$ cat config.mk
export PLATFORM = sky130hd
export DESIGN_NAME = dmem_access_ctrl
export DESIGN_NICKNAME = d
export VERILOG_FILES = /design/src/rtl/dmem_pkg.sv /design/src/rtl/load_unit.sv /design/src/rtl/store_unit.sv /design/src/rtl/dmem_access_ctrl.sv
export SDC_FILE = /design/constraint.sdc
export NUM_CORES = 1
export LEC_CHECK = 0
export BUFFER_PORTS_ARGS = -buffer_cell sky130_fd_sc_hd__clkbuf_2
export CORE_MARGIN = 5
export CORE_UTILIZATION = 34
export CTS_BUF_LIST = sky130_fd_sc_hd__clkbuf_16
export CTS_CLUSTER_DIAMETER = 30
export DETAILED_ROUTE_END_ITERATION = 8
export GPL_TIMING_DRIVEN = 0
export PLACE_DENSITY_LB_ADDON = 0.12
export SLEW_MARGIN = 15
export SYNTH_ARGS = -nofsm -noshare
export SYNTH_HDL_FRONTEND = slang
export SYNTH_SLANG_ARGS = --single-unit
$ cat constraint.sdc
create_clock -name clk -period 5 [get_ports clk]
set_clock_uncertainty 0.1 [all_clocks]
set_input_delay 0.5 -clock clk [delete_from_list [all_inputs] [get_ports clk]]
set_output_delay 0.5 -clock clk [all_outputs]
set_load 0.02 [all_outputs]
$ cat src/rtl/dmem_pkg.sv
// Shared types and constants for the data-memory access controller.
//   state_t        : access FSM states
//   LS_* / SS_*    : bit positions inside the load/store size one-hot vectors
//   DEFAULT_TIMEOUT: default number of WAIT cycles before an access fault
//   lowest_load / lowest_store : keep only the lowest set bit of a size vector
package dmem_pkg;

  typedef enum logic [1:0] {
    IDLE  = 2'd0,
    ISSUE = 2'd1,
    WAIT  = 2'd2,
    RESP  = 2'd3
  } state_t;

  localparam int LS_B  = 0;
  localparam int LS_BU = 1;
  localparam int LS_H  = 2;
  localparam int LS_HU = 3;
  localparam int LS_W  = 4;

  localparam int SS_B = 0;
  localparam int SS_H = 1;
  localparam int SS_W = 2;

  localparam int DEFAULT_TIMEOUT = 255;

  // Two's-complement trick: v & -v isolates the lowest set bit.
  function automatic logic [4:0] lowest_load(input logic [4:0] v);
    return v & (~v + 5'd1);
  endfunction

  function automatic logic [2:0] lowest_store(input logic [2:0] v);
    return v & (~v + 3'd1);
  endfunction

endpackage

$ cat src/rtl/load_unit.sv
// Load lane logic: read strobes, load data formatting and load misalignment.
//   addr_lo     : byte offset within the word
//   size_onehot : {w, hu, h, bu, b}; lowest set bit wins
//   raw_rdata   : word as returned by the bus
//   rstrb       : byte read strobes
//   rdata       : shifted and sign/zero-extended load data
//   misaligned  : access violates natural alignment
module load_unit
  import dmem_pkg::*;
(
  input  logic [1:0]  addr_lo,
  input  logic [4:0]  size_onehot,
  input  logic [31:0] raw_rdata,
  output logic [3:0]  rstrb,
  output logic [31:0] rdata,
  output logic        misaligned
);

  logic [4:0]  sz;
  logic [31:0] lane;

  always_comb begin
    sz         = lowest_load(size_onehot);
    lane       = raw_rdata >> {addr_lo, 3'b000};
    rstrb      = 4'b0000;
    rdata      = 32'h0;
    misaligned = 1'b0;
    if (sz[LS_B] || sz[LS_BU]) begin
      rstrb = 4'b0001 << addr_lo;
      rdata = {{24{sz[LS_B] & lane[7]}}, lane[7:0]};
    end else if (sz[LS_H] || sz[LS_HU]) begin
      rstrb      = 4'b0011 << {addr_lo[1], 1'b0};
      rdata      = {{16{sz[LS_H] & lane[15]}}, lane[15:0]};
      misaligned = addr_lo[0];
    end else if (sz[LS_W]) begin
      rstrb      = 4'hf;
      rdata      = raw_rdata;
      misaligned = |addr_lo;
    end
  end

endmodule

$ cat src/rtl/store_unit.sv
// Store lane logic: write strobes, lane-shifted store data and store misalignment.
//   addr_lo     : byte offset within the word
//   size_onehot : {w, h, b}; lowest set bit wins
//   wdata       : right-aligned store data
//   wstrb       : byte write strobes
//   wdata_sh    : store data moved onto its byte lanes
//   misaligned  : access violates natural alignment
module store_unit
  import dmem_pkg::*;
(
  input  logic [1:0]  addr_lo,
  input  logic [2:0]  size_onehot,
  input  logic [31:0] wdata,
  output logic [3:0]  wstrb,
  output logic [31:0] wdata_sh,
  output logic        misaligned
);

  logic [2:0] sz;

  always_comb begin
    sz         = lowest_store(size_onehot);
    wdata_sh   = wdata << {addr_lo, 3'b000};
    wstrb      = 4'b0000;
    misaligned = 1'b0;
    if (sz[SS_B]) begin
      wstrb = 4'b0001 << addr_lo;
    end else if (sz[SS_H]) begin
      wstrb      = 4'b0011 << {addr_lo[1], 1'b0};
      misaligned = addr_lo[0];
    end else if (sz[SS_W]) begin
      wstrb      = 4'hf;
      misaligned = |addr_lo;
    end
  end

endmodule

$ cat src/rtl/dmem_access_ctrl.sv
// Data-memory access controller for the MEM stage.
// Accepts one load/store at a time, rejects misaligned or zero-size accesses
// without bus activity, runs a valid/ready bus request, waits (with timeout)
// for the response and returns a one-cycle formatted response.
//   req_*       : pipeline request side (req_ready high only in IDLE)
//   flush       : kill the current access
//   mem_*       : bus request/response side
//   resp_*      : completion pulse and its held result fields
module dmem_access_ctrl
  import dmem_pkg::*;
#(
  parameter int TIMEOUT_CYCLES = DEFAULT_TIMEOUT
) (
  input  logic        clk,
  input  logic        rst,
  input  logic        req_valid,
  output logic        req_ready,
  input  logic        req_we,
  input  logic [31:0] req_addr,
  input  logic [31:0] req_wdata,
  input  logic [4:0]  load_size_onehot,
  input  logic [2:0]  store_size_onehot,
  input  logic        flush,
  output logic        mem_valid,
  input  logic        mem_ready,
  output logic [31:0] mem_addr,
  output logic        mem_we,
  output logic [31:0] mem_wdata,
  output logic [3:0]  mem_wstrb,
  output logic [3:0]  mem_rstrb,
  input  logic        mem_rvalid,
  input  logic [31:0] mem_rdata,
  input  logic        mem_err,
  output logic        resp_valid,
  output logic [31:0] resp_rdata,
  output logic        resp_misaligned,
  output logic        resp_fault
);

  localparam logic [15:0] TIMER_LAST = 16'(TIMEOUT_CYCLES - 1);

  state_t      state;
  logic [15:0] timer;
  logic        killed;
  logic [31:0] addr_q;
  logic [31:0] wdata_q;
  logic        we_q;
  logic [4:0]  lsize_q;
  logic [2:0]  ssize_q;

  logic        in_idle;
  logic        in_issue;
  logic [1:0]  cur_addr_lo;
  logic [4:0]  cur_lsize;
  logic [2:0]  cur_ssize;
  logic [3:0]  ld_rstrb;
  logic [31:0] ld_rdata;
  logic        ld_mis;
  logic [3:0]  st_wstrb;
  logic [31:0] st_wdata;
  logic        st_mis;
  logic        req_mis;
  logic        req_zero;
  logic        kill_now;

  // In IDLE the lane units look at the incoming request so misalignment is
  // known at acceptance; afterwards they run off the latched access.
  assign in_idle     = (state == IDLE);
  assign in_issue    = (state == ISSUE);
  assign cur_addr_lo = in_idle ? req_addr[1:0]     : addr_q[1:0];
  assign cur_lsize   = in_idle ? load_size_onehot  : lsize_q;
  assign cur_ssize   = in_idle ? store_size_onehot : ssize_q;

  load_unit u_load (
    .addr_lo     (cur_addr_lo),
    .size_onehot (cur_lsize),
    .raw_rdata   (mem_rdata),
    .rstrb       (ld_rstrb),
    .rdata       (ld_rdata),
    .misaligned  (ld_mis)
  );

  store_unit u_store (
    .addr_lo     (cur_addr_lo),
    .size_onehot (cur_ssize),
    .wdata       (wdata_q),
    .wstrb       (st_wstrb),
    .wdata_sh    (st_wdata),
    .misaligned  (st_mis)
  );

  assign req_mis  = req_we ? st_mis : ld_mis;
  assign req_zero = req_we ? (store_size_onehot == 3'b000) : (load_size_onehot == 5'b00000);
  assign kill_now = killed | flush;

  // Bus fields are driven only while the request is outstanding; the latched
  // access keeps them stable until mem_ready.
  assign req_ready  = in_idle;
  assign mem_valid  = in_issue;
  assign mem_addr   = in_issue ? {addr_q[31:2], 2'b00} : 32'h0;
  assign mem_we     = in_issue & we_q;
  assign mem_wdata  = (in_issue & we_q) ? st_wdata : 32'h0;
  assign mem_wstrb  = (in_issue & we_q) ? st_wstrb : 4'b0000;
  assign mem_rstrb  = (in_issue & ~we_q) ? ld_rstrb : 4'b0000;
  assign resp_valid = (state == RESP) & ~kill_now;

  always_ff @(posedge clk) begin
    if (rst) begin
      state           <= IDLE;
      timer           <= 16'h0;
      killed          <= 1'b0;
      resp_rdata      <= 32'h0;
      resp_misaligned <= 1'b0;
      resp_fault      <= 1'b0;
    end else begin
      case (state)
        IDLE: begin
          killed <= 1'b0;
          if (req_valid && !flush) begin
            addr_q  <= req_addr;
            wdata_q <= req_wdata;
            we_q    <= req_we;
            lsize_q <= load_size_onehot;
            ssize_q <= store_size_onehot;
            if (req_mis || req_zero) begin
              resp_rdata      <= 32'h0;
              resp_misaligned <= req_mis;
              resp_fault      <= 1'b0;
              state           <= RESP;
            end else begin
              state <= ISSUE;
            end
          end
        end
        ISSUE: begin
          if (flush) killed <= 1'b1;
          if (mem_ready) begin
            timer <= 16'h0;
            state <= WAIT;
          end
        end
        WAIT: begin
          if (flush) killed <= 1'b1;
          // A response on the final timer cycle wins over the timeout.
          if (mem_rvalid) begin
            state <= kill_now ? IDLE : RESP;
            if (!kill_now) begin
              resp_rdata      <= (we_q || mem_err) ? 32'h0 : ld_rdata;
              resp_misaligned <= 1'b0;
              resp_fault      <= mem_err;
            end
          end else if (timer == TIMER_LAST) begin
            state <= kill_now ? IDLE : RESP;
            if (!kill_now) begin
              resp_rdata      <= 32'h0;
              resp_misaligned <= 1'b0;
              resp_fault      <= 1'b1;
            end
          end else begin
            timer <= timer + 16'd1;
          end
        end
        RESP: begin
          state <= IDLE;
        end
        default: state <= IDLE;
      endcase
    end
  end

endmodule
==> summary.txt, run 1 <==
Power and ir drop
  • Leakage: 3.46 nW
  • Peak VDD IR: 0.268 mV
  • Pwr/cell area: 434 nW/um^2

Timing
  • Setup TNS: 0 ps
  • Unrepaired setup endpoints after global routing: false
  • Maximum operating frequency: 220 MHz
  • Final setup violating endpoints: 0
  • Final WS setup: 449 ps
  • Worst Tran Pin Value: 985 ps
  • Max-slew headroom: 33.5%
  • Slew Viols, Final: 0
  • Final worst-path cycle share: 91.0%
  • Tmin final: 4550 ps
  • Final-report hold violation count: 0

CTS
  • Register clock-pin slew on the reported worst setup and hold paths: 60 ps
  • Worst skew pair latency: 430 ps
  • Hold buffer count at CTS: 0
  • Post-CTS resize count: 0
  • Num Clock Sinks: 126
  • CTS root buffer: clkbuf_16
  • Max clock buf depth: 2
  • CTS tree: yes
  • H-tree Lvls: 4
  • Buffer count from post-CTS setup fixing: 0
  • Cts bufs inserted: 17

Routing
  • Via/cell ratio: 5.18
  • Routed vias: 5,909
  • Routed wire length: 20,900 um
  • DRC viols: 0
  • 1st-iter DRT viols: 406
  • DRT antenna net count: 0
  • Routed len/inst: 18.4 um
  • Drt pass-1 iters: 5

Setup path
  • R2R Setup Slk: 1580 ps
  • Crit end category: primary output
  • R2R depth: 10
  • Crit path max fanout: 10
  • Startpoint types: flop
  • Arrival time worst endpoint: 3950 ps
  • Reg-to-reg startpoint: state[0]$_SDFFE_PP0P_
  • R2R Path End: resp_rdata[10]$_SDFFE_PP0P_
  • Critical Path RT: 4400 ps
  • Crit path launch: state[0]$_SDFFE_PP0P_
  • CP Class: flop to primary output

Worst hold path
  • Cells on Worst Hold Path: 1
  • Hold endpoint: wdata_q[3]$_DFFE_PP_
  • Hold Startpoint: req_wdata[3]
  • Worst Hold Class: input port to flop

Yosys
  • Fraction of registers with async set/reset: 0%
  • Post-synth EDFFs: 73
  • Synth Area in Compound Gates: 15.9%
  • Synth Area in Adders: 1.18%
  • Synth Area in XOR/XNOR: 2.07%
  • Sequential fraction of the synthesis area: 51.3%
  • Register bit total from synthesis: 126
  • Yosys warns: 0
  • Post-synth cell types: 62
  • Post-synthesis simple-gate area fraction: 22.5%
  • Synth Cell Area: 6340 um^2
  • Syn Inst Count: 654
  • Syn_area_per_cell: 9.69 um^2
  • Post-synthesis mux area share: 3.49%
  • Largest family of logic cells by synthesized area: simple AND/OR/NAND/NOR gates
  • Main flop type after synthesis: edfxtp_1

Floorplan
  • Initial Util: 34.2%
  • Die H: 147 um
  • Die area: 21,500 um^2
  • Site Rows: 50
  • Core area: 18,500 um^2
  • I/O pin count: 222
  • Die W: 147 um

Placement
  • Setup WS pre-CTS: 900 ps
  • Hpwl dp: 16,000 um
  • Port buffer count: 218
  • GPL Wtd Cong: 0.862
  • Placed cells: 1,109
  • Placed standard-cell area: 7770 um^2

Finish
  • FILL cells: 1,884
  • Synthesis-to-finish area growth: 31.7%
  • Non-Filler Instances: 1,141
  • # diodes: 0
  • Finished Cell Area: 8350 um^2
  • Nets: 1,012
  • Util after Layout: 45.1%
  • Share of layout cells above drive strength 1: 31.0%

GRT
  • Largest net degree at the start of global routing: 29
  • Initial antenna violation count: 0
  • Vias in the first global route: 5,959
  • GRT overflow: 0
  • Global-route wire length before repair: 33,000 um
  • Total track usage: 19.6%

Run status
  • Status: finished, final reports clean

Flow run
  • Max-cap violations: 0
-- logic make-up (layout without fill, tap and decap cells) --
family / Yosys count / count (layout)
compound gates: 147 / 147
xor+xnor: 15 / 15
fa+ha+maj: 6 / 6
buf+inv: 55 / 307
flops: 126 / 126
mux: 19 / 19
other cells: 1 / 2
simple gates: 285 / 285
-- critical path, cell delays in order, from the launching register on --
cell	delay [ps]
dfxtp_1	330
inv_1	100
ha_1	170
buf_2	210
mux2i_2	600
clkbuf_1	450
clkbuf_1	460
buf_1	460
nand2_1	140
a311oi_1	350
clkbuf_2	240
-- synth_stat cells, types with 3 or more instances --
library cell / number / area share, %
a31oi_1: 6 / 0.59
nand3_1: 14 / 1.1
a311oi_1: 12 / 1.7
a22o_1: 3 / 0.41
nand3b_1: 22 / 2.6
nor2_1: 66 / 3.9
o31ai_1: 6 / 0.71
mux2_2: 12 / 2.1
a221oi_1: 4 / 0.55
ha_1: 6 / 1.2
mux2i_1: 5 / 0.79
or3_1: 3 / 0.30
nand2_1: 93 / 5.5
o21ai_0: 12 / 0.95
and3_1: 18 / 1.8
xnor2_1: 3 / 0.41
a21o_1: 3 / 0.36
o22ai_1: 9 / 0.89
edfxtp_1: 73 / 35
and2_1: 34 / 3.4
dfxtp_1: 53 / 17
buf_2: 4 / 0.32
a21oi_1: 49 / 3.9
nor3_1: 6 / 0.47
o41ai_1: 17 / 2.3
nand2b_1: 6 / 0.59
buf_4: 3 / 0.36
xor2_1: 12 / 1.7
clkbuf_1: 37 / 2.2
o2111ai_1: 7 / 0.97
inv_1: 10 / 0.59
nand4_1: 7 / 0.69
-- registers in the layout, indices dropped and copies added (netlist names) --
register,count
addr_q,32
killed,1
lsize_q,5
resp_fault,1
resp_misaligned,1
resp_rdata,32
ssize_q,3
state,2
timer,16
wdata_q,32
we_q,1
-- report_power, final --
group	switching (mW)	internal [mW]	leakage (nW)
clock network	0.492	0.730	0.268
registers	0.0346	1.17	1.09
logic	0.807	0.391	2.09
total	1.33	2.29	3.46
-- final cells by class --
class / count / area (um^2) / area share, %
Sequential cell: 126 / 3250 / 39.0
Multi-Input combinational cell: 474 / 2880 / 34.4
Timing Repair Buffer: 220 / 1130 / 13.6
Clock buffer: 17 / 425 / 5.10
Tap cell: 234 / 293 / 3.51
Buffer: 45 / 185 / 2.22
Clock inverter: 15 / 146 / 1.75
Inverter: 10 / 37.5 / 0.450
-- per-stage QoR --
| step | hold slack, ps | power (mW) |
|---|---|---|
| after global routing | 130 | 3.82 |
| after CTS | 136 | 3.64 |
| after floorplan | 363 | 2.01 |
| final | 151 | 3.62 |
| after global placement | 343 | 2.42 |
| after detailed placement | 349 | 2.42 |
-- cells in the final DEF (no fill, tap or decap), drive strengths merged, types with 4 or more instances in the layout --
cell,n
mux2i,6
a311oi,12
xor2,12
a221oi,4
buf,10
inv,12
o22ai,10
ha,6
edfxtp,73
clkinvlp,4
o31ai,6
nand2,93
o41ai,17
clkbuf,272
nor2,66
nor3,6
and2,34
o2111ai,7
nand4,7
nand2b,6
dfxtp,53
mux2,12
o21ai,14
nand3b,22
clkinv,7
nand3,14
a21oi,50
a31oi,6
and3,18
-- how the worst max path moves through the flow --
stage                                end  slack, ps  depth (start not counted)
floorplan            addr_q[0]$_DFFE_PP_       1060                          7
global placement    wdata_q[4]$_DFFE_PP_         40                          7
detailed placement         mem_wdata[31]        900                         10
CTS                        mem_wdata[24]        430                         10
global route               mem_wdata[31]        160                         10
finish                     mem_wdata[31]        450                         10
-- per-layer routing --
layer	GRT usage (%)	vias up	part of all wire [%]
met5	0	-	0
met4	5.97	0	1.5
met3	5.62	25	7.3
met2	31.1	233	46
met1	25.9	2754	45
li1	-	2897	-
No activity file was read; power rests on OpenSTA's default activity.
==> run 2: changes to the inputs <==
Settings changed: CORE_UTILIZATION 34 to 40.
Clock period 5 ns to 5.31 ns, I/O delays scaled along.
==> summary.txt, run 2 (synthesized netlist as in run 1, its figures left out) <==
Flow run
  • Max-cap violations: 0 (unchanged)

Worst hold path
  • Worst Hold Class: input port to flop (unchanged)

CTS
  • Worst skew pair latency: 420 ps (was 430 ps)
  • Post-CTS resize count: 0 (unchanged)
  • Num Clock Sinks: 126 (unchanged)
  • CTS tree: yes (unchanged)
  • H-tree Lvls: 4 (unchanged)
  • Cts bufs inserted: 17 (unchanged)
  • Buffer count from post-CTS setup fixing: 0 (unchanged)
  • Hold buffer count at CTS: 0 (unchanged)
  • Max clock buf depth: 2 (unchanged)
  • CTS root buffer: clkbuf_16 (unchanged)
  • Register clock-pin slew on the reported worst setup and hold paths: 60 ps (about the same)

Finish
  • # diodes: 0 (unchanged)
  • Non-Filler Instances: 1,123 (was 1,141)
  • FILL cells: 1,514 (was 1,884)
  • Multi-input logic area: 2880 um^2 (unchanged)
  • Share of layout cells above drive strength 1: 31.0% (unchanged)
  • Util after Layout: 53.3% (was 45.1%)
  • Finished Cell Area: 8370 um^2 (was 8350 um^2)
  • Most common cell after layout, fill and taps aside: clkbuf_2 (unchanged)
  • Register Area: 3250 um^2 (unchanged)
  • Nets: 1,012 (unchanged)
  • Top flop regs: addr_q x32, resp_rdata x32, wdata_q x32 (unchanged)
  • Most frequent cells in the layout: clkbuf_2, nand2_1, edfxtp_1 (unchanged)
  • Synthesis-to-finish area growth: 32.1% (was 31.7%)

Setup path
  • Crit path max fanout: 10 (unchanged)
  • R2R Path End: resp_rdata[13]$_SDFFE_PP0P_ (was resp_rdata[10]$_SDFFE_PP0P_)
  • Reg-to-reg startpoint: state[0]$_SDFFE_PP0P_ (unchanged)
  • Crit path top cell by count: clkbuf_1 (unchanged)
  • Crit path cell chain: inv_1, ha_1, buf_2, mux2i_2, clkbuf_1, clkbuf_1, buf_1, nand2_1, a311oi_1, clkbuf_2 (unchanged)
  • Crit end category: primary output (unchanged)
  • CP Class: flop to primary output (unchanged)
  • R2R depth: 10 (unchanged)
  • Largest stage delay, worst path: 540 ps (was 600 ps)
  • Startpoint types: flop (unchanged)
  • Critical Path RT: 4680 ps (was 4400 ps)
  • Crit path capture: mem_wdata[30] (was mem_wdata[31])
  • Crit path launch: state[0]$_SDFFE_PP0P_ (unchanged)
  • CP max stage cell: mux2i_2 (unchanged)
  • Arrival time worst endpoint: 3840 ps (was 3950 ps)
  • R2R Setup Slk: 2020 ps (was 1580 ps)

GRT
  • Initial antenna violation count: 0 (unchanged)
  • Met1 GRT Util: 29.3% (was 25.9%)
  • Global-route wire length before repair: 32,100 um (was 33,000 um)
  • Busiest grt layer: met2 (unchanged)
  • Total track usage: 22.2% (was 19.6%)
  • Met2 usage: 35.6% (was 31.1%)
  • Largest net degree at the start of global routing: 29 (unchanged)
  • GRT overflow: 0 (unchanged)
  • M3 GR Usage: 6.00% (was 5.62%)
  • Vias in the first global route: 6,220 (was 5,959)

Power and ir drop
  • Peak VDD IR: 0.252 mV (was 0.268 mV)
  • Total power: 3.48 mW (was 3.62 mW)
  • Pwr/cell area: 416 nW/um^2 (was 434 nW/um^2)
  • Leakage: 3.48 nW (was 3.46 nW)

Floorplan
  • Initial Util: 40.3% (was 34.2%)
  • Die H: 136 um (was 147 um)
  • Die W: 136 um (was 147 um)
  • Site Rows: 46 (was 50)
  • I/O pin count: 222 (unchanged)
  • Die area: 18,500 um^2 (was 21,500 um^2)
  • Core area: 15,700 um^2 (was 18,500 um^2)

Placement
  • Port buffer count: 218 (unchanged)
  • Placed standard-cell area: 7750 um^2 (was 7770 um^2)
  • Hpwl dp: 15,600 um (was 16,000 um)
  • GPL Wtd Cong: 0.926 (was 0.862)
  • Placed cells: 1,091 (was 1,109)

Timing
  • Final setup violating endpoints: 0 (unchanged)
  • Slew Viols, Final: 0 (unchanged)
  • Final-report hold violation count: 0 (unchanged)
  • Final worst-path cycle share: 84.1%
  • Max-slew headroom: 34.7% (was 33.5%)
  • Worst Tran Pin Value: 967 ps (was 985 ps)
  • Tmin final: 4470 ps
  • Unrepaired setup endpoints after global routing: false (unchanged)
  • Setup TNS: 0 ps (unchanged)
  • Maximum operating frequency: 224 MHz

Routing
  • DRC viols: 0 (unchanged)
  • DRT antenna net count: 0 (unchanged)
  • Via/cell ratio: 5.42 (was 5.18)
  • Drt pass-1 iters: 5 (unchanged)
  • Routed wire length: 20,400 um (was 20,900 um)
  • Routed vias: 6,082 (was 5,909)
  • Routed len/inst: 18.2 um (was 18.4 um)
  • 1st-iter DRT viols: 505 (was 406)

Run status
  • Status: finished, final reports clean (unchanged)
[run 2: cell count changes in the layout (fill, tap and decap cells not counted)]
cell,before,now
clkinvlp_4,4,3
bufinv_16,2,4
clkinv_2,2,1
[run 2: final cells by class]
cell class | count | share of cell area (%)
flip-flops and latches | 126 | 38.9
multi-input cells | 474 | 34.3
repair buffers | 220 | 13.5
clock buffers | 17 | 5.08
well taps | 216 | 3.23
clock inverters | 15 | 2.32
plain buffers | 45 | 2.21
inverters | 10 | 0.448
[run 2: worst min path at each step]
stage / from / slack (ps) / cells past startpoint / end
floorplan: killed$_SDFFE_PP0P_ / 360 / 2 / killed$_SDFFE_PP0P_
global placement: resp_misaligned$_SDFFE_PP0P_ / 340 / 2 / resp_misaligned$_SDFFE_PP0P_
detailed placement: resp_rdata[3]$_SDFFE_PP0P_ / 350 / 2 / resp_rdata[3]$_SDFFE_PP0P_
CTS: req_addr[5] / 170 / 1 / addr_q[5]$_DFFE_PP_
global route: req_addr[21] / 170 / 1 / addr_q[21]$_DFFE_PP_
finish: req_addr[21] / 180 / 1 / addr_q[21]$_DFFE_PP_
[run 2: worst max-delay path: cells and delay by family, from the launching register on]
family | cells | cell delay (ps)
flip-flops | 1 | 330
AND/OR/NAND/NOR | 1 | 130
AO/OA/AOI/OAI | 1 | 380
buffers and inverters | 6 | 1870
adder cells (fa/ha/maj) | 1 | 180
multiplexers | 1 | 540
[run 2: power by group]
part / internal [mW] / switching [mW] / leakage [nW] / total, mW
logic: 0.368 / 0.755 / 2.09 / 1.12
registers: 1.10 / 0.0321 / 1.09 / 1.13
clock network: 0.783 / 0.448 / 0.292 / 1.23
[run 2: metal layers]
layer	routed length, um	vias up	part of all wire, %
li1	-	2875	-
met4	370	0	1.8
met3	1740	31	8.5
met2	9600	309	47
met5	0	-	0
met1	8710	2867	43
[run 2: metrics by stage]
stage               setup WS [ps]  hold WS [ps]
floorplan                     155           363
global placement            -1160           345
detailed placement           1300           350
CTS                           832           171
global route                  545           166
finish                        843           183
==> run 3: changes to the inputs <==
Clock period 5.31 ns to 4.2 ns, I/O delays scaled along.
==> summary.txt, run 3 (synthesized netlist as in run 1, its figures left out) <==
Timing
  • Max-slew headroom: 31.7% (was 34.7%)
  • Final-report hold violation count: 0 (unchanged)
  • Worst Tran Pin Value: 1010 ps (was 967 ps)
  • Maximum operating frequency: 256 MHz
  • Tmin final: 3910 ps
  • Final WS setup: 288 ps (was 843 ps)
  • Final setup violating endpoints: 0 (unchanged)
  • Final worst-path cycle share: 93.1%
  • Slew Viols, Final: 0 (unchanged)
  • Unrepaired setup endpoints after global routing: false (unchanged)

Routing
  • Via/cell ratio: 5.45 (was 5.42)
  • Routed vias: 6,115 (was 6,082)
  • Routed len/inst: 18.2 um (about the same)
  • Routed wire length: 20,400 um (about the same)
  • 1st-iter DRT viols: 483 (was 505)
  • Drt pass-1 iters: 6 (was 5)
  • DRC viols: 0 (unchanged)
  • DRT antenna net count: 0 (unchanged)

Setup path
  • Critical Path RT: 3680 ps (was 4680 ps)
  • Reg-to-reg startpoint: state[0]$_SDFFE_PP0P_ (unchanged)
  • CP Class: flop to primary output (unchanged)
  • Startpoint types: flop (unchanged)
  • R2R depth: 12 (was 10)
  • Arrival time worst endpoint: 3390 ps (was 3840 ps)
  • R2R Setup Slk: 940 ps (was 2020 ps)
  • Crit end category: primary output (unchanged)
  • R2R Path End: resp_rdata[22]$_SDFFE_PP0P_ (was resp_rdata[13]$_SDFFE_PP0P_)
  • Crit path max fanout: 19 (was 10)

Floorplan
  • Die W: 136 um (unchanged)
  • Die H: 136 um (unchanged)
  • Die area: 18,500 um^2 (unchanged)
  • I/O pin count: 222 (unchanged)
  • Core area: 15,700 um^2 (unchanged)
  • Site Rows: 46 (unchanged)
  • Initial Util: 40.3% (unchanged)

Placement
  • Port buffer count: 218 (unchanged)
  • Placed standard-cell area: 7760 um^2 (was 7750 um^2)
  • Hpwl dp: 15,700 um (was 15,600 um)
  • Placed cells: 1,091 (unchanged)
  • Setup WS pre-CTS: 268 ps (was 1300 ps)
  • GPL Wtd Cong: 0.863 (was 0.926)

CTS
  • Worst skew pair latency: 410 ps (was 420 ps)
  • CTS tree: yes (unchanged)
  • Cts bufs inserted: 17 (unchanged)
  • Register clock-pin slew on the reported worst setup and hold paths: 60 ps (about the same)
  • Hold buffer count at CTS: 0 (unchanged)
  • Num Clock Sinks: 126 (unchanged)
  • H-tree Lvls: 4 (unchanged)
  • CTS root buffer: clkbuf_16 (unchanged)
  • Buffer count from post-CTS setup fixing: 0 (unchanged)
  • Max clock buf depth: 2 (unchanged)

Power and ir drop
  • Peak VDD IR: 0.308 mV (was 0.252 mV)
  • Leakage: 3.47 nW (was 3.48 nW)
  • Pwr/cell area: 510 nW/um^2 (was 416 nW/um^2)

Worst hold path
  • Hold endpoint: wdata_q[0]$_DFFE_PP_ (was addr_q[21]$_DFFE_PP_)
  • Cells on Worst Hold Path: 1 (unchanged)
  • Hold Startpoint: req_wdata[0] (was req_addr[21])
  • Worst Hold Class: input port to flop (unchanged)

Finish
  • Most frequent cells in the layout: clkbuf_2, nand2_1, edfxtp_1 (unchanged)
  • Non-Filler Instances: 1,122 (was 1,123)
  • Synthesis-to-finish area growth: 31.3% (was 32.1%)
  • Util after Layout: 53.0% (was 53.3%)
  • Nets: 1,011 (was 1,012)
  • Finished Cell Area: 8320 um^2 (was 8370 um^2)
  • Top flop regs: addr_q x32, resp_rdata x32, wdata_q x32 (unchanged)
  • Most common cell after layout, fill and taps aside: clkbuf_2 (unchanged)
  • # diodes: 0 (unchanged)
  • Share of layout cells above drive strength 1: 31.1% (was 31.0%)

GRT
  • Vias in the first global route: 6,161 (was 6,220)
  • Global-route wire length before repair: 32,200 um (was 32,100 um)
  • Initial antenna violation count: 0 (unchanged)
  • Largest net degree at the start of global routing: 30 (was 29)
  • GRT overflow: 0 (unchanged)
  • Total track usage: 22.3% (was 22.2%)

Flow run
  • Max-cap violations: 0 (unchanged)

Run status
  • Status: finished, final reports clean (unchanged)
run 3: what timing repair did:
action | CTS | global route
pin swaps | 0 | 0
cloned | 0 | 0
gates resized for setup | 2 | 2
endpoints found under the hold margin | 0 | 0
setup endpoints to repair | 11 | 12
run 3: metal layers:
metal  global-route usage (%)  up-vias  share of wire (%)
li1                         -     2881                  -
met3                     7.48       48                9.1
met5                        0        -                  0
met1                     28.3     2863                 42
met4                     8.17        0                2.5
met2                     35.5      323                 47
run 3: per-stage QoR:
stage               TNS (ps)  power [mW]  hold WS (ps)
finish                     0        4.25          74.4
global placement      -36860        2.83           345
global route               0        4.47          57.8
floorplan                  0        2.39           363
CTS                        0        4.26          58.9
detailed placement         0        2.86           349
run 3: how the worst max path moves through the flow:
stage	endpoint	start	slack [ps]	cells after the start
after detailed placement	mem_wdata[24]	state[0]$_SDFFE_PP0P_	270	10
after CTS	mem_wdata[24]	state[0]$_SDFFE_PP0P_	80	10
after global routing	mem_wdata[27]	state[0]$_SDFFE_PP0P_	60	10
after floorplan	addr_q[0]$_DFFE_PP_	state[0]$_SDFFE_PP0P_	260	7
after global placement	wdata_q[0]$_DFFE_PP_	state[0]$_SDFFE_PP0P_	-510	7
final	mem_wdata[24]	state[0]$_SDFFE_PP0P_	290	10
run 3: final cells by class:
type | count | area (um^2)
buffer | 44 | 184
clock buffer | 17 | 425
clock inverter | 15 | 130
fill | 1478 | 7390
inverter | 10 | 37.5
multi-input combinational | 474 | 2880
sequential | 126 | 3250
tap | 216 | 270
timing repair buffer | 220 | 1140
run 3: where the power goes:
part | switching [mW] | internal, mW
clock network | 0.534 | 0.856
registers | 0.0408 | 1.39
logic | 0.958 | 0.470
total | 1.53 | 2.71
run 3: critical path, cell delays in order (launching register included):
cell,delay [ps]
dfxtp_1,330
inv_1,110
ha_1,170
buf_2,220
mux2i_4,450
clkbuf_1,430
clkbuf_2,470
nand2_1,90
and3_1,180
a311oi_1,300
clkbuf_2,230
